### config.mk
export PLATFORM = sky130hd
export DESIGN_NAME = serial_frame_tx
export DESIGN_NICKNAME = d
export VERILOG_FILES = /design/src/rtl/serial_frame_tx_pkg.sv /design/src/rtl/serial_frame_tx_buffer.sv /design/src/rtl/serial_frame_tx.sv
export SDC_FILE = /design/constraint.sdc
export NUM_CORES = 1
export LEC_CHECK = 0
export ABC_CLOCK_PERIOD_IN_PS = 13030
export CAP_MARGIN = 0
export CORE_MARGIN = 2
export CORE_UTILIZATION = 45
export CTS_CLUSTER_DIAMETER = 100
export CTS_CLUSTER_SIZE = 16
export DETAILED_ROUTE_END_ITERATION = 7
export PLACE_DENSITY = 0.75
export SETUP_SLACK_MARGIN = 0.1
export SLEW_MARGIN = 20
export SYNTH_ARGS = -nofsm -noshare
export SYNTH_HDL_FRONTEND = slang
export SYNTH_HIERARCHICAL = 1
export SYNTH_SLANG_ARGS = --single-unit
export TNS_END_PERCENT = 100
### constraint.sdc
create_clock -name clk -period 13.03 [get_ports clk]
set_clock_uncertainty 0.05 [all_clocks]
set_input_delay 2.606 -clock clk [delete_from_list [all_inputs] [get_ports clk]]
set_output_delay 2.606 -clock clk [all_outputs]
set_load 0.01 [all_outputs]
### src/rtl/serial_frame_tx_pkg.sv
// Shared link constants and transmitter state type. The link receiver imports the
// same preamble definition, so SYNC_WORD/SYNC_BITS must only change here.
package serial_frame_tx_pkg;

    localparam int unsigned ENC_DATA_BITS = 216;
    localparam int unsigned DATA_BITS     = ENC_DATA_BITS;
    localparam int unsigned SYNC_BITS     = 8;
    localparam logic [SYNC_BITS-1:0] SYNC_WORD = 8'b1010_1011;
    localparam int unsigned GAP_CYCLES    = 4;
    localparam int unsigned FRAME_CYCLES  = SYNC_BITS + DATA_BITS + GAP_CYCLES;

    // One down-counter serves every state; DATA_BITS is the largest reload value.
    localparam int unsigned CNT_W = $clog2(DATA_BITS);

    typedef enum logic [1:0] {
        StIdle,
        StSync,
        StData,
        StGap
    } tx_state_t;

endpackage

### src/rtl/serial_frame_tx_buffer.sv
// Single-entry pending buffer ahead of the transmit shift register.
// tx_ready upstream is simply !pend_valid, so readiness never depends on tx_valid.
module serial_frame_tx_buffer
    import serial_frame_tx_pkg::*;
(
    input  logic                 clk,
    input  logic                 rst,
    input  logic                 push,
    input  logic [DATA_BITS-1:0] push_data,
    input  logic                 pop,
    output logic                 pend_valid,
    output logic [DATA_BITS-1:0] pend_data
);

    logic                 valid_q, valid_d;
    logic [DATA_BITS-1:0] data_q;

    // Occupancy: push only happens while empty and pop only while full.
    always_comb begin
        valid_d = valid_q;
        if (push) begin
            valid_d = 1'b1;
        end
        if (pop) begin
            valid_d = 1'b0;
        end
    end

    // Occupancy flag register.
    always_ff @(posedge clk) begin
        if (rst) begin
            valid_q <= 1'b0;
        end else begin
            valid_q <= valid_d;
        end
    end

    // Data register; contents are ignored while valid_q is low, so no reset.
    always_ff @(posedge clk) begin
        if (push) begin
            data_q <= push_data;
        end
    end

    assign pend_valid = valid_q;
    assign pend_data  = data_q;

endmodule

### src/rtl/serial_frame_tx.sv
// Serial link transmitter: frames each payload word as preamble, payload MSB first,
// then a fixed idle-low gap, one bit per clock on a registered output.
module serial_frame_tx
    import serial_frame_tx_pkg::*;
(
    input  logic                 clk,
    input  logic                 rst,
    input  logic [DATA_BITS-1:0] tx_data,
    input  logic                 tx_valid,
    output logic                 tx_ready,
    output logic                 serial_out,
    output logic                 tx_busy,
    output logic                 tx_done
);

    // Preamble and payload share one shift register so SYNC and DATA shift identically.
    localparam int unsigned ShiftW = SYNC_BITS + DATA_BITS;

    tx_state_t            state_q, state_d;
    logic [CNT_W-1:0]     cnt_q, cnt_d;
    logic [ShiftW-1:0]    shift_q, shift_d;
    logic                 serial_q, serial_d;

    logic                 pend_valid;
    logic [DATA_BITS-1:0] pend_data;
    logic                 accept, push, pop, load, load_direct, cnt_last;
    logic [DATA_BITS-1:0] load_data;
    logic [ShiftW-1:0]    load_word;

    assign tx_ready  = ~pend_valid;
    assign accept    = tx_valid & tx_ready;
    assign cnt_last  = (cnt_q == CNT_W'(1));
    assign push      = accept & ~load_direct;
    // At the end of a gap a queued word has priority; otherwise take the input directly.
    assign load_data = ((state_q == StGap) && pend_valid) ? pend_data : tx_data;
    assign load_word = {SYNC_WORD, load_data};

    serial_frame_tx_buffer u_buffer (
        .clk        (clk),
        .rst        (rst),
        .push       (push),
        .push_data  (tx_data),
        .pop        (pop),
        .pend_valid (pend_valid),
        .pend_data  (pend_data)
    );

    // Next state, counter, shift register and next line bit.
    always_comb begin
        state_d     = state_q;
        cnt_d       = cnt_q;
        shift_d     = shift_q;
        serial_d    = serial_q;
        pop         = 1'b0;
        load        = 1'b0;
        load_direct = 1'b0;

        case (state_q)
            StIdle: begin
                serial_d = 1'b0;
                if (accept) begin
                    load        = 1'b1;
                    load_direct = 1'b1;
                end
            end
            StSync: begin
                cnt_d    = cnt_q - CNT_W'(1);
                serial_d = shift_q[ShiftW-1];
                shift_d  = {shift_q[ShiftW-2:0], 1'b0};
                if (cnt_last) begin
                    state_d = StData;
                    cnt_d   = CNT_W'(DATA_BITS);
                end
            end
            StData: begin
                cnt_d    = cnt_q - CNT_W'(1);
                serial_d = shift_q[ShiftW-1];
                shift_d  = {shift_q[ShiftW-2:0], 1'b0};
                if (cnt_last) begin
                    state_d  = StGap;
                    cnt_d    = CNT_W'(GAP_CYCLES);
                    serial_d = 1'b0;
                end
            end
            StGap: begin
                serial_d = 1'b0;
                cnt_d    = cnt_q - CNT_W'(1);
                if (cnt_last) begin
                    if (pend_valid) begin
                        pop  = 1'b1;
                        load = 1'b1;
                    end else if (accept) begin
                        // Word arriving in the final gap cycle goes straight out: no extra idle.
                        load        = 1'b1;
                        load_direct = 1'b1;
                    end else begin
                        state_d = StIdle;
                    end
                end
            end
            default: begin
                state_d  = StIdle;
                serial_d = 1'b0;
            end
        endcase

        // Frame start: first preamble bit goes on the line at this edge.
        if (load) begin
            state_d  = StSync;
            cnt_d    = CNT_W'(SYNC_BITS);
            serial_d = load_word[ShiftW-1];
            shift_d  = {load_word[ShiftW-2:0], 1'b0};
        end
    end

    // Control state and line register; reset drops any partial frame.
    always_ff @(posedge clk) begin
        if (rst) begin
            state_q  <= StIdle;
            cnt_q    <= '0;
            serial_q <= 1'b0;
        end else begin
            state_q  <= state_d;
            cnt_q    <= cnt_d;
            serial_q <= serial_d;
        end
    end

    // Datapath shift register; only read after a load, so no reset needed.
    always_ff @(posedge clk) begin
        shift_q <= shift_d;
    end

    assign serial_out = serial_q;
    assign tx_busy    = (state_q != StIdle);
    assign tx_done    = (state_q == StData) && cnt_last;

endmodule

; Word-level counts from Yosys, hierarchy flattened
; Cells that the tools add are included.
; W data, S select, Z words.
[totals]
in_bits = 219
ramBits = 0
romBits = 0
mem_count = 0
latch_bits = 0
wordCells = 68
reg_bits = 451
[classes]
bitwise = 4
n_reduce_logical = 13
addsub = 1
eq_ne = 14
magnitude_cmp = 0
mux = 27
n_shift = 0
div = 0
n_mul = 0
[ops]
columns = operator, n
row1 = $mux W217, 2
row2 = $mux W216, 1
row3 = $pmux W8 S3, 1
row4 = $mux W8, 2
row5 = $ne A3 B3 Y1 const B, 5
row6 = $reduce_and A6 Y1, 2
row7 = $mux W1, 11
row8 = $mux W2, 5
row9 = $ne A2 B2 Y1 const B, 5
row10 = $eq A8 B1 Y1 const B, 1
row11 = $reduce_or A2 Y1, 4
row12 = $sub A8 B1 Y8 const B, 1
row13 = $pmux W2 S3, 1
row14 = $eq A2 B2 Y1 const B, 2
row15 = $mux W4, 1
row16 = $pmux W1 S2, 2
row17 = $reduce_bool A2 Y1, 2
row18 = $reduce_bool A4 Y1, 1
row19 = $pmux W1 S3, 1
row20 = $reduce_bool A3 Y1, 1
row21 = $and A1 B1 Y1, 2
row22 = $eq A2 B1 Y1 const B, 1
row23 = $logic_and A1 B1 Y1, 2
row24 = $logic_not A2 Y1, 1
row25 = $not A1 Y1, 2

; Depth between registers and ports, before layout
; Gate-level depths: netlist (run 1).
[depth]
word_depth = 8
ltp_mapped = 8
ltp_nobuf = 7

; Hierarchy
; Netlist (run 1), hierarchy kept.
[by_module_without_submodules]
columns = module, instances, area_per_inst_um2, cells_per_inst
row1 = serial_frame_tx, 1, 11740.0, 1302
row2 = serial_frame_tx_buffer, 1, 6520.0, 219

; Least setup slack after synthesis (run 1)
; OpenSTA, ideal clock, no wires.
[synth_path]
path_type = input to register
startpoint = in tx_valid
endpoint = reg shift_q[100], enable pin
t_arrival_ns = 7.135
path_slack_ns = 5.274
setup_time_ns = 0.571
stages = 3
required_time_ns = 12.409
path_cell_list = o21a_1 -> a311oi_1 -> inv_1
[synth_between]
elab_chain_len = 6
[synth_rtl]
columns = element, line
row1 = from (decl), serial_frame_tx.sv:9  ; input logic tx_valid,
row2 = $and A1 B1 Y1 (*), serial_frame_tx.sv:31  ; assign accept = tx_valid & tx_ready;
row3 = $mux W1 (*), "serial_frame_tx.sv:61, serial_frame_tx.sv:92"
row4 = $mux W1, serial_frame_tx.sv:89  ; if (pend_valid) begin
row5 = $mux W1, serial_frame_tx.sv:88  ; if (cnt_last) begin
row6 = $pmux W1 S2 (*), serial_frame_tx.sv:58  ; case (state_q)
row7 = $reduce_bool A2 Y1 (no line) (*), n/a
row8 = to (signal assigned), serial_frame_tx.sv:131  ; shift_q <= shift_d;
row9 = to (decl), serial_frame_tx.sv:21  ; logic [ShiftW-1:0] shift_q, shift_d;
; Mark *: on every way between the ends. The rest lies on a longest branch, timed or not.
; A chain may end at the register's enable or synchronous reset.

; Worst setup path after layout (run 1)
[layout_path]
startpoint = in tx_valid
endpoint = reg shift_q[152], data pin
[layout_between]
elab_chain_len = 6
[layout_rtl]
columns = element, line
row1 = $and A1 B1 Y1 (*), serial_frame_tx.sv:31
row2 = $mux W1 (*), "serial_frame_tx.sv:61, serial_frame_tx.sv:92"
row3 = $mux W1, serial_frame_tx.sv:89
row4 = $mux W1, serial_frame_tx.sv:88
row5 = $pmux W1 S2 (*), serial_frame_tx.sv:58
row6 = $mux W217 (*), serial_frame_tx.sv:108  ; if (load) begin
row7 = net shift_d[152], serial_frame_tx.sv:21
; The timed path passes the listed nets; every way through them passes the cells marked *.

==> results of run 1 <==
-- registers in the layout, summed over array words and instances (netlist names) --
signal	flops
cnt_q	8
serial_out	1
shift_q	223
state_q	2
u_buffer/pend_data	216
u_buffer/pend_valid	1
-- per-stage QoR --
stage	utilization (%)	hold WS, ns	instances	total power [W]	setup slack [ns]
global placement	52.2	0.388	2179	0.00314	7.07
finish	54.7	0.410	2229	0.00414	7.46
detailed placement	52.2	0.404	2179	0.00318	6.99
global route	54.7	0.443	2228	0.00437	7.27
floorplan	-	0.379	1521	0.00296	5.27
CTS	54.7	0.414	2228	0.00418	7.53
-- final timing paths --
path                  endpoint  slack [ns]
setup / recovery  shift_q[152]        7.46
hold / removal    shift_q[222]        0.41
setup reg to reg  shift_q[152]        8.94
hold reg to reg   shift_q[222]        0.41
-- layout by cell type (no fill, tap or decap), types with 3 or more instances in the layout --
master and n:
a21oi_1 15, a31oi_1 217, buf_4 9, clkbuf_1 11
clkbuf_16 37, clkdlybuf4s50_1 222, dfxtp_1 19, edfxtp_1 432
ha_1 8, inv_1 10, nand2_1 437, nor2_1 223
nor3_1 6, nor4_1 3, o21ai_0 10, or3_1 6
-- logic make-up after synthesis --
| family | after synthesis | share of synthesized area (%) |
|---|---|---|
| fa+ha+maj | 8 | 0.548 |
| simple gates | 692 | 14.7 |
| buf+inv | 110 | 2.51 |
| mux | 2 | 0.110 |
| compound gates | 258 | 8.97 |
| flops | 451 | 73.1 |
-- cell type report --
class | count | area (um^2)
timing repair buffer | 232 | 2310
clock buffer | 48 | 967
clock inverter | 1 | 16.3
antenna | 1 | 2.50
multi-input combinational | 960 | 4470
sequential | 451 | 13400
inverter | 11 | 48.8
tap | 525 | 657
fill | 3285 | 18100
-- per-layer routing --
metal | vias to the layer above | routed length, um
met2 | 334 | 18500
met4 | 2 | 876
met1 | 5866 | 16300
li1 | 5803 | -
met5 | - | 15
met3 | 58 | 2640
-- worst max-delay path, delay by kind of cell --
| kind | cells | cell delay [ns] |
|---|---|---|
| buffers and inverters | 3 | 2.12 |
| AND/OR/NAND/NOR | 1 | 0.60 |
| AO/OA/AOI/OAI | 2 | 0.32 |
-- power breakdown --
group          switching [W]  internal (W)  total, W
clock               0.000474      0.000517  0.000990
combinational       0.000549      0.000287  0.000836
sequential          0.000119       0.00219   0.00231
total                0.00114       0.00300   0.00414
==> qor.yml, run 1 <==
outcome: "finished clean"
hold_start: "shift_q[221]"
cap_violations: 0
core.rowCount: 73
drt_pass1_iterations: 7
hold_viol: 0
avgViaCountPerCell: 5.41
use_met3_pct: 4.21
antenna_left: 0
cts.clk_slew.worst_paths_ns: 0.07
yosysTopAreaCell: "edfxtp_1"
startpoint_type: "input pin"
grt-ovfl-total: 0
drv_slew: 0
end_kind: "register"
place_area_mm2: 0.0208
cpMostUsedCell: "buf_4"
use_met1_pct: 22.9
min_period_ns: 5.57
ys_async_sr_fraction_pct: 0
crit_slowest_cell: "buf_4"
drc: 0
htree_levels: 2
crit_type: "in -> reg"
netlist_instances: 1521
cts_inserted_buffers: 34
synth_common_cells: "nand2_1 (438), edfxtp_1 (432), nor2_1 (223), a31oi_1 (217), clkbuf_1 (62)"
antenna_found_initial: 4
syn2layout_area_growth_pct: 19.5
whs_path_depth: 2
path_cells: "clkdlybuf4s50_1, or4bb_1, o41ai_4, buf_4, buf_4, a31oi_1"
grt_start_max_net_pins: 243
rr_worst_depth: 7
synth_edf_count: 432
gp_routability_congestion: 0.794
die_y_um: 205
grt_pass1_vias: 11911
final_nets: 1917
grt_use_met2_pct: 30.3
grtUsageTotal_pct: 17.9
drt_iter0_markers: 881
worst_skew_pair.late_latency_ns: 0.53
setup-violations-final: 0
dieArea_mm2: 0.0422
wl_per_cell_um: 17.2
cp_max_fo: 97
timing.fmax_ghz: 0.179
final.setup.tns_ns: 0
floorplan.initialDensity_pct: 45.7
vias: 12063
synth.most_common_cell: "nand2_1"
synth.distinct_cells: 41
ys_top_cells_by_area: "edfxtp_1 (71%), nand2_1 (9.0%), a31oi_1 (7.4%)"
ir_drop_mv: 0.126
cts.sinks: 451
final_area_mm2: 0.0218
syn_nets: 1748
io_pins: 223
syn_area_mm2: 0.0183
core_area_mm2: 0.0399
tightest_slew_ns: 1.19
wl_mm: 38.3
cp-startpoint: "tx_valid"
hold_class: "reg -> reg"
synth_top_area_share_pct: 71.0
yosys_register_bits: 451
period_share_pct: 42.8
r2r-start: "state_q[0]"
post_cts_resized: 0
slew-limit-headroom_pct: 20.6
ys_seq_area_share_pct: 73.1
hpwl_mm: 22.6
fp.dieW_um: 205
arrival_ns: 5.75
grt_pass1_wl_mm: 60.5
required_ns: 13.21
postCtsSetupBuffers: 0
pwr_density_cell_mw_per_mm2: 190
rsz0062_at_grt: "false"
drive_above_1_share_pct: 3.46
cts_root_buf: "clkbuf_16"
synth_flop_cell: "edfxtp_1"
hold_buffers: 0
yosys_warnings: 6
clk_path_buf_depth: 3
io_buffers: 222
cts_tree: "built"
grt-busiest-layer: "met2"
syn_avg_cell_area_um2: 12.0
leakagePower_nw: 7.49
worst_path_largest_cell_delay_ns: 0.82
(Power assumes the default switching activity.)
==> run 2, diff against run 1 <==
--- a/config.mk
+++ b/config.mk
@@ -5,7 +5,7 @@
 export SDC_FILE = /design/constraint.sdc
 export NUM_CORES = 1
 export LEC_CHECK = 0
-export ABC_CLOCK_PERIOD_IN_PS = 13030
+export ABC_CLOCK_PERIOD_IN_PS = 5200
 export CAP_MARGIN = 0
 export CORE_MARGIN = 2
 export CORE_UTILIZATION = 45
==> constraint.sdc (replaced) <==
create_clock -name clk -period 5.2 [get_ports clk]
set_clock_uncertainty 0.05 [all_clocks]
set_input_delay 1.04 -clock clk [delete_from_list [all_inputs] [get_ports clk]]
set_output_delay 1.04 -clock clk [all_outputs]
set_load 0.01 [all_outputs]
==> qor.yml, run 2 (same netlist as run 1, synthesis figures left out) <==
outcome: "finished clean"
grt-ovfl-total: 0
whs_path_depth: 2
htree_levels: 2
wl_mm: 38.4
critPathBufInv: 1
grt_pass1_wl_mm: 60.6
gp_routability_congestion: 0.791
cts_inserted_buffers: 34
antenna_left: 0
final_common_cell: "nand2_1"
crit_slowest_cell: "nor3b_1"
tightest_slew_ns: 0.968
drt_pass1_iterations: 5
io_buffers: 222
hold_start: "shift_q[221]"
cts.sinks: 451
clk_path_buf_depth: 3
wl_per_cell_um: 17.2
ir_drop_mv: 0.235
required_ns: 4.11
use_met1_pct: 23.1
period_share_pct: 73.2
use_met3_pct: 3.55
floorplan.initialDensity_pct: 45.7
slew-limit-headroom_pct: 34.6
grt_pass1_vias: 12002
avgViaCountPerCell: 5.37
regMostFlops: "shift_q"
leakagePower_nw: 7.52
hold_class: "reg -> reg"
grt-busiest-layer: "met2"
postCtsSetupBuffers: 0
drive_above_1_share_pct: 3.81
cts_tree: "built"
core_area_mm2: 0.0399
timing.fmax_ghz: 0.263
rsz0062_at_grt: "false"
worst_skew_pair.late_latency_ns: 0.54
pwr_density_cell_mw_per_mm2: 472
r2r-start: "state_q[0]"
post_cts_resized: 0
hold_viol: 0
fp.dieW_um: 205
grtUsageTotal_pct: 17.9
cp_top_family: "simple AND/OR/NAND/NOR gates"
finish.utilization_pct: 54.9
worst_path_largest_cell_delay_ns: 0.57
dp_slack_ns: 1.50
dieArea_mm2: 0.0422
final_cells: 2235
syn2layout_area_growth_pct: 20.0
crit_cells: 4
end_kind: "output pin"
drv_slew: 0
cap_violations: 0
rr_worst_depth: 8
setup-violations-final: 0
drt_iter0_markers: 894
vias: 12004
cts_root_buf: "clkbuf_16"
largest_reg_flops: 223
nFillCells: 3342
drc: 0
arrival_ns: 2.71
hold_buffers: 0
grt_use_met2_pct: 30.7
path_cells: "ha_1, nor3b_1, and3_1, clkdlybuf4s50_1"
cp-startpoint: "cnt_q[0]"
min_period_ns: 3.80
grt_start_max_net_pins: 163
hpwl_mm: 23.3
core.rowCount: 73
holdWs_ns: 0.391
cp_max_fo: 8
timing.final.ws_setup_ns: 1.40
startpoint_type: "register"
cts.clk_slew.worst_paths_ns: 0.08
final_cell_mix: "nand2_1 (437), edfxtp_1 (432), nor2_1 (223)"
io_pins: 223
crit_type: "reg -> out"
final_nets: 1923
die_y_um: 205
dp_cells: 2185
antenna_found_initial: 1
-- run 2: worst paths after layout --
path | end | slack (ns)
max reg2reg | shift_q[112] | 1.96
min reg2reg | shift_q[222] | 0.39
min | shift_q[222] | 0.39
max | tx_done | 1.40
-- run 2: worst min-delay path: cells and delay by family (launching register included) --
kind	cells	cell delay, ns
flops	1	0.30
compound gates	1	0.06
buf+inv	1	0.05
-- run 2: layout make-up --
cell class / count / area (um^2) / area share, %
Antenna cell: 2 / 5.00 / 0.0228
Clock buffer: 46 / 917 / 4.18
Clock inverter: 2 / 25.0 / 0.114
Inverter: 11 / 45.0 / 0.206
Multi-Input combinational cell: 960 / 4470 / 20.4
Sequential cell: 451 / 13400 / 60.9
Tap cell: 525 / 657 / 3.00
Timing Repair Buffer: 238 / 2440 / 11.1
-- run 2: routing by layer --
metal  share of wire (%)  vias up
met5               0.031        -
met2                  49      307
met4                 1.8        2
li1                    -     5807
met1                  43     5844
met3                 5.8       44
-- run 2: where the power goes --
group          total [W]  internal (W)  leakage [nW]  switching (W)
registers        0.00578       0.00548          4.19       0.000305
logic            0.00216      0.000768          2.87        0.00139
clock network    0.00241       0.00123         0.456        0.00117
total             0.0103       0.00748          7.52        0.00287
-- run 2: through the flow --
step	TNS, ns	instance area (um^2)	power [W]
3_3_place_gp	0	21000	0.00790
5_1_grt	0	21900	0.0109
3_5_place_dp	0	21000	0.00803
6_report	0	21900	0.0103
4_1_cts	0	21900	0.0104
2_1_floorplan	-43.74	18300	0.00737
